### config.mk
export PLATFORM = sky130hd
export DESIGN_NAME = alu_arbiter
export DESIGN_NICKNAME = d
export VERILOG_FILES = /design/src/rtl/alu_arbiter.sv
export SDC_FILE = /design/constraint.sdc
export NUM_CORES = 1
export LEC_CHECK = 0
export BUFFER_PORTS_ARGS = -buffer_cell sky130_fd_sc_hd__buf_2
export CORE_AREA = 2 2 74 76
export CTS_BUF_LIST = sky130_fd_sc_hd__clkbuf_8
export CTS_CLUSTER_SIZE = 20
export DETAILED_ROUTE_END_ITERATION = 10
export DIE_AREA = 0 0 76 78
export MAX_ROUTING_LAYER = met4
export PLACE_DENSITY = 0.77
export SETUP_SLACK_MARGIN = 0.1
export SYNTH_ARGS = -nofsm -noshare
export SYNTH_HDL_FRONTEND = slang
export SYNTH_SLANG_ARGS = --single-unit
### constraint.sdc
create_clock -name clk -period 2 [get_ports clk]
set_input_delay 0.4 -clock clk [delete_from_list [all_inputs] [get_ports clk]]
set_output_delay 0.4 -clock clk [all_outputs]
set_load 0.01 [all_outputs]
### src/rtl/alu_arbiter.sv
// alu_arbiter: two-port round-robin arbiter that sequences requests through a shared 8-bit ALU
module alu_arbiter #(
  parameter int SETTLE_CYCLES = 2
) (
  input  logic        clk,
  input  logic        rst,
  input  logic        req0_valid,
  output logic        req0_ready,
  input  logic [3:0]  req0_sel,
  input  logic [7:0]  req0_a,
  input  logic [7:0]  req0_b,
  input  logic        req1_valid,
  output logic        req1_ready,
  input  logic [3:0]  req1_sel,
  input  logic [7:0]  req1_a,
  input  logic [7:0]  req1_b,
  output logic        rsp0_valid,
  input  logic        rsp0_ready,
  output logic [15:0] rsp0_data,
  output logic        rsp1_valid,
  input  logic        rsp1_ready,
  output logic [15:0] rsp1_data,
  output logic [3:0]  alu_sel,
  output logic [7:0]  alu_a,
  output logic [7:0]  alu_b,
  input  logic [15:0] alu_fout,
  output logic        busy,
  output logic        grant_id
);
  typedef enum logic [1:0] {IDLE = 2'd0, EXEC = 2'd1, RESP = 2'd2} state_t;
  state_t      state_q, state_d;
  logic        ptr_q, ptr_d, grant_id_q, grant_id_d, grant, accept, rsp_ready_g;
  logic [3:0]  cnt_q, cnt_d, sel_q, sel_d;
  logic [7:0]  a_q, a_d, b_q, b_d;
  logic [15:0] res_q, res_d;
  always_comb begin
    grant       = (req0_valid && req1_valid) ? ptr_q : req1_valid;
    req0_ready  = !rst && state_q == IDLE && !grant && req0_valid;
    req1_ready  = !rst && state_q == IDLE && grant && req1_valid;
    accept      = req0_ready || req1_ready;
    rsp_ready_g = grant_id_q ? rsp1_ready : rsp0_ready;
    state_d     = state_q;
    ptr_d       = ptr_q;
    grant_id_d  = grant_id_q;
    cnt_d       = cnt_q;
    sel_d       = sel_q;
    a_d         = a_q;
    b_d         = b_q;
    res_d       = res_q;
    case (state_q)
      IDLE: if (accept) begin
        state_d    = EXEC;
        grant_id_d = grant;
        cnt_d      = 4'(SETTLE_CYCLES - 1);
        sel_d      = grant ? req1_sel : req0_sel;
        a_d        = grant ? req1_a : req0_a;
        b_d        = grant ? req1_b : req0_b;
      end
      EXEC: begin
        cnt_d = cnt_q == 4'd0 ? 4'd0 : cnt_q - 4'd1;
        if (cnt_q == 4'd0) begin
          res_d   = alu_fout;
          state_d = RESP;
        end
      end
      RESP: if (rsp_ready_g) begin
        state_d = IDLE;
        ptr_d   = ~grant_id_q;
      end
      default: state_d = IDLE;
    endcase
  end
  always_ff @(posedge clk) begin
    if (rst) begin
      state_q    <= IDLE;
      ptr_q      <= 1'b0;
      grant_id_q <= 1'b0;
      cnt_q      <= 4'd0;
      sel_q      <= 4'd0;
      a_q        <= 8'd0;
      b_q        <= 8'd0;
      res_q      <= 16'd0;
    end else begin
      state_q    <= state_d;
      ptr_q      <= ptr_d;
      grant_id_q <= grant_id_d;
      cnt_q      <= cnt_d;
      sel_q      <= sel_d;
      a_q        <= a_d;
      b_q        <= b_d;
      res_q      <= res_d;
    end
  end
  // Result is broadcast on both ports; only the granted port's valid qualifies it.
  assign rsp0_valid = state_q == RESP && !grant_id_q;
  assign rsp1_valid = state_q == RESP && grant_id_q;
  assign rsp0_data  = res_q;
  assign rsp1_data  = res_q;
  assign alu_sel    = sel_q;
  assign alu_a      = a_q;
  assign alu_b      = b_q;
  assign busy       = state_q != IDLE;
  assign grant_id   = grant_id_q;
endmodule

==> flow_summary.ini, run 1 <==
[global_route]
overflow = 0
grt_pass1_vias = 2126
grt_max_degree = 28
grt_usage_pct = 21.2
grt_antenna_before_repair = 0
grt_pass1_wl_mm = 10.0

[timing]
hold_viol = 0
hold_slack_ns = 0.349
tns_ns = 0
max-slew-margin-rel_pct = 51.6
fin_worst_skew_ns = 0.00613
slew_violations = 0
fin_crit_ns = 1.80
rsz0062_at_grt = no
finalCritPeriodShare_pct = 90.2
finalSetupViolCount = 0
tightest_slew_ns = 0.726
fmax_mhz = 554

[synth]
synth_cells = 267
synth_edf_count = 0
avgSynthCellArea_um2 = 8.46
synth.distinct_cells = 38
ys_warn_count = 0
ys_async_sr_fraction_pct = 0
syn_nets = 331
ys.flop_type = dfxtp_1
yosysSeqAreaShare_pct = 39.0
ys_ff_latch = 44
synth_area_mm2 = 0.00226

[hold_path]
min_path_type = in -> reg
hold_start = alu_fout[15]

[power_and_ir_drop]
vdd_drop_max_mv = 0.468
clkPwrFrac_pct = 19.2
p_sw_share_pct = 38.6
seq_power_share_pct = 38.9
internal_power_mw = 1.92
switching_power_mw = 1.20
leakage_nw = 1.28
power_density_mw_per_mm2 = 1090
p_comb_share_pct = 41.9

[clock_tree]
htreeDepth = 2
path_clk_slew_ns = 0.08
cts_made_buffers = 5
clk_latency_ns = 0.29
cts_tree = yes
cts_sinks = 44
clockRootBuffer = clkbuf_8
cts_buffer_depth = 2

[placement]
dp_hpwl_mm = 4.29
gp_congestion = 0.813
io_buffer_count = 119

[worst_setup_path]
crit_start = state_q[1]$_SDFFE_PP0P_
endpoint_kind = output port
rr_startpoint = cnt_q[0]$_SDFFE_PP0P_
worstPathRequired_ns = 1.60
path_class = reg -> out
worstPathMaxFanout = 8
start_kind = flip-flop
crit_arrival_ns = 1.40
reg2reg_slack_ns = 0.36

[floorplanning]
die_h_um = 78
io_pins = 120
core_area_mm2 = 0.00504
die_x_um = 76
num_rows = 26
start_util_pct = 44.8
die-area_mm2 = 0.00593

[cells_and_area]
fill_cells = 456
num-nets-final = 424
mostFrequentLayoutCells = buf_2, dfxtp_1, a21oi_1
areaGrowthSynthToFinish_pct = 27.2
seqCellArea_um2 = 883
multi_input_area_mm2 = 0.00109
drive_gt1_share_pct = 41.1
final_common_cell = buf_2
antenna_cells = 0

[detailed_routing]
wl_per_cell_um = 14.1
dr_total_vias = 2389
route.detailed.drc = 0
ant_nets = 0
routed_wl_mm = 6.08
firstDrtPassIters = 4
vias_per_cell = 5.56
drt-initial-drc-count = 111

[run]
max-cap-violations = 0

[run_status]
status = completed
==> sequential cells by signal (all words and copies together) (netlist names) <==
register and flops:
alu_a 8, alu_b 8, alu_sel 4, cnt_q 4
grant_id 1, ptr_q 1, rsp0_data 16, state_q 2
==> worst max-delay path: stages, from the launching register on <==
cell and delay [ns]:
dfxtp_1 0.41, nor3_4 0.22, buf_4 0.19, and3_1 0.16
buf_2 0.13
==> repair_timing <==
item,4_1_cts,5_1_grt
setup buffers,0,0
hold buffers,0,0
endpoints found under the setup margin,0,1
gates resized for setup,0,2
==> cell type report <==
type | count | area share, %
clock buffers | 7 | 3.35
inverters | 6 | 0.783
multi-input cells | 172 | 37.8
flip-flops and latches | 44 | 30.7
well taps | 70 | 3.05
repair buffers | 131 | 24.3
==> synth_stat cells (2+ instances only) <==
master | number | share of area, %
dfxtp_1 | 44 | 39
a21oi_1 | 39 | 8.6
o21ai_0 | 26 | 5.8
a311oi_1 | 20 | 7.8
o211ai_1 | 20 | 6.6
buf_4 | 18 | 6.0
nand3_1 | 17 | 3.8
buf_2 | 12 | 2.7
clkbuf_1 | 12 | 2.0
o21ai_1 | 12 | 2.7
inv_1 | 5 | 0.83
nand2_1 | 4 | 0.66
nor3_1 | 4 | 0.89
buf_6 | 3 | 1.5
nand2b_1 | 3 | 0.83
a22o_1 | 2 | 0.78
ha_1 | 2 | 1.1
nor2b_1 | 2 | 0.55
nor3b_1 | 2 | 0.66
or3_1 | 2 | 0.55
==> per-layer routing <==
layer	GRT usage, %	vias to the layer above	share of wire, %
li1	-	1166	-
met1	24.6	1080	42
met2	36.2	137	47
met3	5.58	6	10
met4	6.91	0	1.3
met5	-	-	0
==> power by group through the flow <==
stage	Clock [mW]	Sequential [mW]	Combinational [mW]
2_1_floorplan	0	1.25	0.907
3_3_place_gp	0	1.22	1.30
3_5_place_dp	0	1.22	1.32
4_1_cts	0.615	1.21	1.32
5_1_grt	0.652	1.24	1.44
6_report	0.599	1.21	1.31
==> cells by family (layout without fill, tap and decap cells) <==
kind of cell / count (synthesis) / in the layout / share of synthesized area (%)
xor+xnor: 1 / 1 / 0.388
compound gates: 125 / 125 / 34.4
simple gates: 43 / 43 / 11.5
buf+inv: 51 / 144 / 13.1
flops: 44 / 44 / 39.0
fa+ha+maj: 2 / 2 / 1.11
mux: 1 / 1 / 0.498
==> metrics by stage <==
stage | util, % | std cells | area (µm²) | worst slack [ns] | power [mW]
3_5_place_dp | 55.1 | 423 | 2780 | 0.198 | 2.54
4_1_cts | 57.0 | 430 | 2870 | 0.123 | 3.14
6_report | 57.0 | 430 | 2880 | 0.195 | 3.12
2_1_floorplan | - | 267 | 2260 | 0.455 | 2.15
5_1_grt | 57.0 | 430 | 2880 | 0.0976 | 3.34
3_3_place_gp | 55.1 | 423 | 2780 | 0.263 | 2.52
==> path summary, 6_finish.rpt <==
kind	endpoint	depth (start not counted)
min reg2reg	rsp0_data[5]$_SDFFE_PP0P_	2
min	rsp0_data[15]$_SDFFE_PP0P_	3
max	req0_ready	4
max reg2reg	rsp0_data[4]$_SDFFE_PP0P_	5
(Power assumes the default switching activity.)
==> run 2: changes to the inputs <==
--- a/config.mk
+++ b/config.mk
@@ -6,11 +6,12 @@
 export NUM_CORES = 1
 export LEC_CHECK = 0
 export BUFFER_PORTS_ARGS = -buffer_cell sky130_fd_sc_hd__buf_2
-export CORE_AREA = 2 2 74 76
+export CORE_AREA = 8 8 80 82
 export CTS_BUF_LIST = sky130_fd_sc_hd__clkbuf_8
 export CTS_CLUSTER_SIZE = 20
 export DETAILED_ROUTE_END_ITERATION = 10
-export DIE_AREA = 0 0 76 78
+export DIE_AREA = 0 0 88 90
+export GPL_ROUTABILITY_DRIVEN = 0
 export MAX_ROUTING_LAYER = met4
 export PLACE_DENSITY = 0.77
 export SETUP_SLACK_MARGIN = 0.1
==> flow_summary.ini, run 2 (synthesized netlist as in run 1, its figures left out) <==
[run_status]
status = completed

[cells_and_area]
final_common_cell = buf_2
areaGrowthSynthToFinish_pct = 26.1
mostFrequentLayoutCells = buf_2, dfxtp_1, a21oi_1
largest_register_ff_count = 16
num-nets-final = 424
drive_gt1_share_pct = 40.8
antenna_cells = 0

[detailed_routing]
route.detailed.drc = 0
dr_total_vias = 2355
routed_wl_mm = 6.63
firstDrtPassIters = 4
vias_per_cell = 5.45
ant_nets = 0
drt-initial-drc-count = 96
wl_per_cell_um = 15.3

[timing]
finalSetupViolCount = 0
fmax_mhz = 556
tns_ns = 0
hold_viol = 0
tightest_slew_ns = 0.707
hold_slack_ns = 0.356
finalCritPeriodShare_pct = 90.0
fin_crit_ns = 1.80
slew_violations = 0
max-slew-margin-rel_pct = 52.9
fin_worst_skew_ns = 0.00516
rsz0062_at_grt = no

[worst_setup_path]
worstPathMaxFanout = 10
reg2reg_slack_ns = 0.40
r2r_end = rsp0_data[5]$_SDFFE_PP0P_
crit_start = state_q[1]$_SDFFE_PP0P_
start_kind = flip-flop
worstRegToRegCells = 5
rr_startpoint = cnt_q[0]$_SDFFE_PP0P_
crit_arrival_ns = 1.40
path_class = reg -> out
endpoint_kind = output port
worstSetupEndpoint = req0_ready
worstPathRequired_ns = 1.60

[clock_tree]
cts_hold_buf = 0
cts_tree = yes
cts_sinks = 44
cts-resized-gates = 0
htreeDepth = 2
path_clk_slew_ns = 0.08
cts_buffer_depth = 2
clk_latency_ns = 0.29
cts_made_buffers = 5
cts_setup_buffers = 0
clockRootBuffer = clkbuf_8

[floorplanning]
io_pins = 120
die_x_um = 88
core_area_mm2 = 0.00524
num_rows = 27
die_h_um = 90
die-area_mm2 = 0.00792
start_util_pct = 43.2

[power_and_ir_drop]
power_density_mw_per_mm2 = 1050
vdd_drop_max_mv = 0.440
leakage_nw = 1.27

[global_route]
grt_max_degree = 23
grt_usage_pct = 17.3
grt_pass1_wl_mm = 11.1
grt_antenna_before_repair = 0
overflow = 0
grt_pass1_vias = 2435

[run]
max-cap-violations = 0

[placement]
dp_hpwl_mm = 5.05
io_buffer_count = 119

[hold_path]
min_path_type = in -> reg
==> run 2: cell types whose count changed in the layout (fill, tap and decap cells not counted) <==
cell and change:
clkinv_2 +1, buf_4 +1, clkbuf_8 -2, dfxtp_1 +1, clkinvlp_4 +1, dfxtp_2 -1
buf_12 -1
==> run 2: layer usage <==
layer  wire length [µm]  vias up  GRT usage (%)
met5                  0        -              -
met2               3050      127           29.1
met1               2900     1051           20.0
li1                   -     1168              -
met4                 63        0           3.87
met3                619        9           4.19
==> run 2: cell type report <==
type                            count  area (µm²)
Fill cell                         500        2390
Multi-Input combinational cell    172        1090
Sequential cell                    44         882
Timing Repair Buffer              131         686
Tap cell                           72        90.1
Clock buffer                        5        68.8
Inverter                            6        22.5
Clock inverter                      2        12.5
==> run 2: worst min-delay path by stage <==
stage	end	cells past startpoint	slack, ns	from
after global routing	rsp0_data[13]$_SDFFE_PP0P_	3	0.35	alu_fout[13]
final	rsp0_data[9]$_SDFFE_PP0P_	3	0.36	alu_fout[9]
after global placement	rsp0_data[2]$_SDFFE_PP0P_	2	0.47	rsp0_data[2]$_SDFFE_PP0P_
after floorplan	cnt_q[0]$_SDFFE_PP0P_	2	0.46	cnt_q[0]$_SDFFE_PP0P_
after detailed placement	rsp0_data[2]$_SDFFE_PP0P_	2	0.48	rsp0_data[2]$_SDFFE_PP0P_
after CTS	rsp0_data[9]$_SDFFE_PP0P_	3	0.35	alu_fout[9]
==> run 2: worst max-delay path, stage by stage, from the launching register on <==
cell and delay (ns):
dfxtp_1 0.41, nor3_4 0.21, buf_4 0.19, and3_1 0.17, buf_2 0.13
==> run 2: power breakdown <==
| group | switching, mW | internal [mW] | total, mW |
|---|---|---|---|
| Sequential | 0.139 | 1.05 | 1.19 |
| Clock | 0.284 | 0.236 | 0.520 |
| Combinational | 0.772 | 0.519 | 1.29 |
==> run 2: through the flow <==
step           util [%]  worst slack [ns]  area, µm²  total power [mW]  std cells
6_report           54.4             0.200       2850              3.00        432
5_1_grt            54.4             0.112       2850              3.24        432
4_1_cts            54.4             0.133       2850              3.05        432
3_5_place_dp       52.8             0.246       2770              2.52        425
3_3_place_gp       52.8             0.302       2770              2.49        425
2_1_floorplan         -             0.455       2260              2.15        267
==> run 3: changes to the inputs <==
==> constraint.sdc (replaced) <==
create_clock -name clk -period 2 [get_ports clk]
set_input_delay 0.1 -clock clk [delete_from_list [all_inputs] [get_ports clk]]
set_output_delay 0.1 -clock clk [all_outputs]
set_load 0.01 [all_outputs]
==> flow_summary.ini, run 3 (synthesized netlist as in run 1, its figures left out) <==
[clock_tree]
path_clk_slew_ns = 0.07
htreeDepth = 2
cts_tree = yes
cts-resized-gates = 0
clockRootBuffer = clkbuf_8
cts_hold_buf = 0
cts_sinks = 44
cts_made_buffers = 5
cts_buffer_depth = 2
clk_latency_ns = 0.29
cts_setup_buffers = 0

[worst_setup_path]
crit_slowest_cell = or3b_1
worstPathMaxFanout = 16
cpLargestDelayFamily = simple AND/OR/NAND/NOR gates
worstPathRequired_ns = 2.16
crit_arrival_ns = 1.78
slowest_delay_ns = 0.57
endpoint_kind = flip-flop
path_buf_inv = 1
path_class = reg -> reg
worstRegToRegCells = 5
worstPathCellList = inv_1, ha_1, or3b_1, o21ai_0, a21oi_1
cp.depth = 5
start_kind = flip-flop

[hold_path]
min_path_type = in -> reg
hold_depth = 3

[global_route]
grt_max_degree = 28
use_met2_pct = 26.6
grt_pass1_wl_mm = 11.0
grt_pass1_vias = 2338
met1_usage_pct = 21.0
met3_usage_pct = 4.82
overflow = 0
busiest_layer = met2
grt_antenna_before_repair = 0
grt_usage_pct = 17.2

[timing]
tns_ns = 0
fmax_mhz = 617
fin_crit_ns = 1.62
hold_viol = 0
tightest_slew_ns = 0.534
setup_ws_ns = 0.379
slew_violations = 0
rsz0062_at_grt = no
finalCritPeriodShare_pct = 81.0
finalSetupViolCount = 0
max-slew-margin-rel_pct = 64.4
fin_worst_skew_ns = 0.00695

[floorplanning]
num_rows = 27
start_util_pct = 43.2
die_h_um = 90
core_area_mm2 = 0.00524
die-area_mm2 = 0.00792
die_x_um = 88
io_pins = 120

[cells_and_area]
antenna_cells = 0
largest_register_ff_count = 16
final_cells = 433
multi_input_area_mm2 = 0.00109
utilization_pct = 54.6
num-nets-final = 424
mostFrequentLayoutCells = buf_2, dfxtp_1, a21oi_1
seqCellArea_um2 = 881
fill_cells = 494
drive_gt1_share_pct = 40.2
areaGrowthSynthToFinish_pct = 26.4
final_common_cell = buf_2

[detailed_routing]
routed_wl_mm = 6.72
ant_nets = 0
vias_per_cell = 5.46
firstDrtPassIters = 4
drt-initial-drc-count = 75
route.detailed.drc = 0
dr_total_vias = 2366
wl_per_cell_um = 15.5

[power_and_ir_drop]
power_density_mw_per_mm2 = 1070
leakage_nw = 1.28
vdd_drop_max_mv = 0.466

[placement]
dp_hpwl_mm = 4.99
io_buffer_count = 119
place_ws_ns = 0.401
dp.cells = 425

[run_status]
status = completed

[run]
max-cap-violations = 0
-- run 3: area by class of cell --
cell class | count | share of cell area [%]
inverters | 6 | 0.788
multi-input cells | 172 | 38.1
well taps | 72 | 3.15
clock buffers | 6 | 2.89
flip-flops and latches | 44 | 30.8
repair buffers | 131 | 24.0
clock inverters | 2 | 0.263
-- run 3: worst paths after layout --
path / start / to / slack [ns]
hold reg to reg: rsp0_data[2]$_SDFFE_PP0P_ / rsp0_data[2]$_SDFFE_PP0P_ / 0.49
hold / removal: alu_fout[7] / rsp0_data[7]$_SDFFE_PP0P_ / 0.06
setup reg to reg: cnt_q[0]$_SDFFE_PP0P_ / rsp0_data[4]$_SDFFE_PP0P_ / 0.38
setup / recovery: cnt_q[0]$_SDFFE_PP0P_ / rsp0_data[4]$_SDFFE_PP0P_ / 0.38
-- run 3: per-layer routing --
layer / wire length, µm / part of all wire, %
met1: 2910 / 43
met2: 3050 / 45
met3: 673 / 10
met4: 88 / 1.3
met5: 0 / 0
-- run 3: through the flow --
step	hold WS, ns	power (mW)	area, µm²
6_report	0.0552	3.05	2860
5_1_grt	0.0429	3.28	2860
4_1_cts	0.0408	3.10	2860
3_5_place_dp	0.360	2.52	2770
3_3_place_gp	0.359	2.50	2770
2_1_floorplan	0.248	2.15	2260
-- run 3: report_power, final --
group	internal [mW]	total [mW]	switching (mW)
Sequential	1.05	1.19	0.136
Combinational	0.530	1.31	0.780
Clock	0.272	0.555	0.283
-- run 3: tightest hold or removal path, delay by kind of cell --
kind / cells / cell delay, ns
buf+inv: 1 / 0.09
simple gates: 1 / 0.05
compound gates: 1 / 0.05
